--- src/rtl/fifo_sync_param.sv ---
// Parametrised single-clock FIFO with occupancy count, programmable almost flags,
// sticky overflow/underflow, registered read data with valid strobe, and sync flush.
module fifo_sync_param #(
    parameter int DATA_W   = 9,
    parameter int DEPTH    = 8,
    parameter int AF_LEVEL = 6,
    parameter int AE_LEVEL = 2
) (
    input  logic              clk,
    input  logic              rst,
    input  logic              flush,
    input  logic              wr_en,
    input  logic [DATA_W-1:0] din,
    input  logic              rd_en,
    input  logic              err_clr,
    output logic [DATA_W-1:0] dout,
    output logic              dout_valid,
    output logic              full,
    output logic              empty,
    output logic              almost_full,
    output logic              almost_empty,
    output logic [$clog2(DEPTH):0] count,
    output logic              overflow,
    output logic              underflow
);
    localparam int AW = $clog2(DEPTH);

    logic [DATA_W-1:0] mem [DEPTH];
    logic [AW:0]       wr_ptr, rd_ptr;
    logic              rd_acc, wr_acc, ovf_set, udf_set;

    // Flags decode only the registered count, so no request reaches an output combinationally.
    assign full         = (count == (AW+1)'(DEPTH));
    assign empty        = (count == '0);
    assign almost_full  = (count >= (AW+1)'(AF_LEVEL));
    assign almost_empty = (count <= (AW+1)'(AE_LEVEL));

    // Flush swallows every request in its cycle, including error detection.
    assign rd_acc  = rd_en & ~empty & ~flush;
    assign wr_acc  = wr_en & (~full | rd_acc) & ~flush;
    assign ovf_set = wr_en & full & ~rd_acc & ~flush;
    assign udf_set = rd_en & empty & ~flush;

    always_ff @(posedge clk) begin
        if (wr_acc)
            mem[wr_ptr[AW-1:0]] <= din;
    end

    always_ff @(posedge clk or posedge rst) begin
        if (rst) begin
            wr_ptr     <= '0;
            rd_ptr     <= '0;
            count      <= '0;
            dout       <= '0;
            dout_valid <= 1'b0;
            overflow   <= 1'b0;
            underflow  <= 1'b0;
        end else begin
            overflow   <= ovf_set | (overflow & ~err_clr);
            underflow  <= udf_set | (underflow & ~err_clr);
            dout_valid <= rd_acc;
            if (flush) begin
                wr_ptr <= '0;
                rd_ptr <= '0;
                count  <= '0;
            end else begin
                if (wr_acc)
                    wr_ptr <= wr_ptr + 1'b1;
                if (rd_acc) begin
                    rd_ptr <= rd_ptr + 1'b1;
                    dout   <= mem[rd_ptr[AW-1:0]];
                end
                case ({wr_acc, rd_acc})
                    2'b10:   count <= count + 1'b1;
                    2'b01:   count <= count - 1'b1;
                    default: count <= count;
                endcase
            end
        end
    end
endmodule

--- config.mk ---
export PLATFORM = sky130hd
export DESIGN_NAME = fifo_sync_param
export DESIGN_NICKNAME = d
export VERILOG_FILES = /design/src/rtl/fifo_sync_param.sv
export SDC_FILE = /design/constraint.sdc
export NUM_CORES = 1
export LEC_CHECK = 0
export CORE_MARGIN = 8
export CORE_UTILIZATION = 40
export CTS_BUF_LIST = sky130_fd_sc_hd__clkbuf_8
export CTS_CLUSTER_SIZE = 10
export DETAILED_ROUTE_END_ITERATION = 10
export MAX_ROUTING_LAYER = met4
export RECOVER_POWER = 25
export SLEW_MARGIN = 20
export SYNTH_ARGS = -nofsm -noshare
export SYNTH_HDL_FRONTEND = slang
export SYNTH_SLANG_ARGS = --single-unit
--- constraint.sdc ---
create_clock -name clk -period 4.4 [get_ports clk]
set_clock_uncertainty 0.05 [all_clocks]
set_input_delay 0.88 -clock clk [delete_from_list [all_inputs] [get_ports clk]]
set_output_delay 0.88 -clock clk [all_outputs]
set_load 0.02 [all_outputs]
==> flow_summary.ini <==
[global_routing]
grt_antenna_before_repair = 0
grt_pass1_wl_um = 12280
grt_usage = 0.1280
grt_max_degree = 23
grt-ovfl-total = 0
grt_pass1_vias = 2257

[finish]
antenna-diode-count = 0
drive_gt1_frac = 0.1763
nets = 309
stdcell_count = 428
syn_to_final_growth_pct = 18.06

[detailed_routing]
drt_iter0_drc = 80
drcViolationCount = 0
ant_nets = 0
first_pass_iters = 4
wl_um = 7759
viasPerCell = 5.058
dr_total_vias = 2165
wl_per_cell_um = 18.13

[clock_network]
clkLatencyLatePin_ps = 340
root_buffer = clkbuf_8
clk_path_buf_depth = 2
clock_sinks = 94
cts_made_buffers = 9
h-tree-depth = 3
cts_setup_buffers = 0
cts_tree = done
clkTransAtPathRegs_ps = 80
post_cts_resized = 0
holdBufCountCts = 0

[placed_design]
place_inst = 412
place.gp.congestion = 0.7901
hpwl_um = 5207
io_buffers = 34

[sta]
max_freq_mhz = 309.2
post-route-min-period_ps = 3234
final_max_slew_viol_count = 0
finalHoldViolCount = 0
tns_ps = 0
min_period_over_period = 0.7350
slew_headroom = 0.3548
setup_violations = 0
worstMarginPinSlew_ps = 967.8
rsz0062_at_grt = no

[power_and_ir_drop]
power_density_nw_per_um2 = 476.6
p_total_uw = 2238
ir_drop_v = 0.0002246
p_leak_uw = 0.001609

[logic_synthesis]
synth_cell_types = 45
syn_inst = 245
synth_ff_type = edfxtp_1
synthArstFlopShare = 0.2340
synth_top_area_frac = 0.5436
syn_area_um2 = 3978
synth.area.top_cells = edfxtp_1 54%, dfrtp_1 14%, mux4_2 10%
yosysMostFrequentCell = edfxtp_1
synthTopCellsByCount = 72 x edfxtp_1, 22 x dfrtp_1, 18 x mux4_2, 18 x nor2_1, 13 x a21oi_1
synth_edf_count = 72
synth-seq-area-share = 0.6820
ys_warn_count = 0
synth_seq_cells = 94
avgSynthCellArea_um2 = 16.23
synth_area_leader_cell = edfxtp_1
syn_nets = 264

[critical_path]
worstPathRequired_ps = 3470
r2r_slack_ps = 1720
slowest_delay_ps = 600
cp_slowest_cell = clkdlybuf4s50_1
start_kind = flip-flop
path_cells = nor3_1 -> nand2_1 -> inv_1 -> clkdlybuf4s50_1
crit_fanout = 11
reg2reg_from = count[1]$_DFFE_PP0P_
arrival_ps = 2300
critPathLaunch = count[1]$_DFFE_PP0P_
path_class = flip-flop to primary output
worstSetupEndpointType = primary output

[die]
initial_core_util = 0.4088
die_x_um = 115.7
die_h_um = 115.7
die_area_um2 = 13390
rows = 36
core_um2 = 9729
ios = 35

[run]
cap_violations = 0

[hold_path]
hold_path.startpoint = dout[3]$_DFFE_PP0P_
holdCritPathClass = flip-flop to flip-flop

[status]
status = completed
==> cell type report <==
type | instances | area [um^2]
clock buffer | 9 | 123.9
clock inverter | 7 | 57.56
fill | 872 | 5034
inverter | 9 | 38.79
multi-input combinational | 128 | 1151
sequential | 94 | 2713
tap | 133 | 166.4
timing repair buffer | 48 | 445.4
==> cells in the final DEF (no fill, tap or decap), types with 4 or more instances in the layout <==
| cell | count |
|---|---|
| a21oi_1 | 13 |
| buf_4 | 14 |
| clkbuf_8 | 9 |
| clkdlybuf4s50_1 | 27 |
| dfrtp_1 | 22 |
| dlygate4sd3_1 | 7 |
| edfxtp_1 | 72 |
| ha_1 | 4 |
| inv_1 | 9 |
| mux2i_1 | 12 |
| mux4_2 | 18 |
| nand2_1 | 8 |
| nor2_1 | 18 |
| nor2b_1 | 4 |
| nor3_1 | 4 |
| xnor2_1 | 4 |
==> report_power, final <==
group          total, uW  internal, uW  switching (uW)
registers           1110          1030            83.3
clock network        527           254             272
logic                597           303             294
total               2240          1590             650
==> final timing paths <==
check | cells past startpoint | to
hold / removal | 2 | dout[3]$_DFFE_PP0P_
min in group asynchronous | 2 | dout_valid$_DFF_PP0_
max in group asynchronous | 2 | count[3]$_DFFE_PP0P_
setup reg to reg | 8 | count[3]$_DFFE_PP0P_
setup / recovery | 4 | full
hold reg to reg | 2 | dout[3]$_DFFE_PP0P_
==> metal layers <==
layer | part of all wire | global-route usage
met3 | 0.036 | 0.03075
met5 | 0 | -
met2 | 0.48 | 0.2058
met1 | 0.48 | 0.1583
met4 | 0.012 | 0.03630
==> critical path: cells and delay by family, from the launching register on <==
| kind | cells | cell delay (ps) |
|---|---|---|
| flops | 1 | 510 |
| simple gates | 2 | 760 |
| buf+inv | 2 | 690 |
==> cell families (layout without fill, tap and decap cells) <==
| group | after synthesis | count (layout) | synth area share |
|---|---|---|---|
| compound gates | 32 | 32 | 0.05567 |
| xor+xnor | 7 | 7 | 0.01541 |
| fa+ha+maj | 4 | 4 | 0.01258 |
| buf+inv | 23 | 73 | 0.02862 |
| flops | 94 | 94 | 0.6820 |
| mux | 30 | 30 | 0.1321 |
| simple gates | 55 | 55 | 0.07361 |
==> sequential cells by signal, indices dropped and copies added (netlist names) <==
signal and flops:
count 4, dout 9, dout_valid 1, mem 72
overflow 1, rd_ptr 3, underflow 1, wr_ptr 3
==> through the flow <==
step                  util  hold WS, ps  cell area (um^2)  setup slack [ps]
floorplan                -        506.7              3978              1423
global placement    0.4640        453.9              4514             990.0
detailed placement  0.4640        467.3              4514             974.2
CTS                 0.4826        485.3              4696              1143
global route        0.4826        513.1              4696             975.3
finish              0.4826        476.7              4696              1166
No activity file was read; power rests on OpenSTA's default activity.
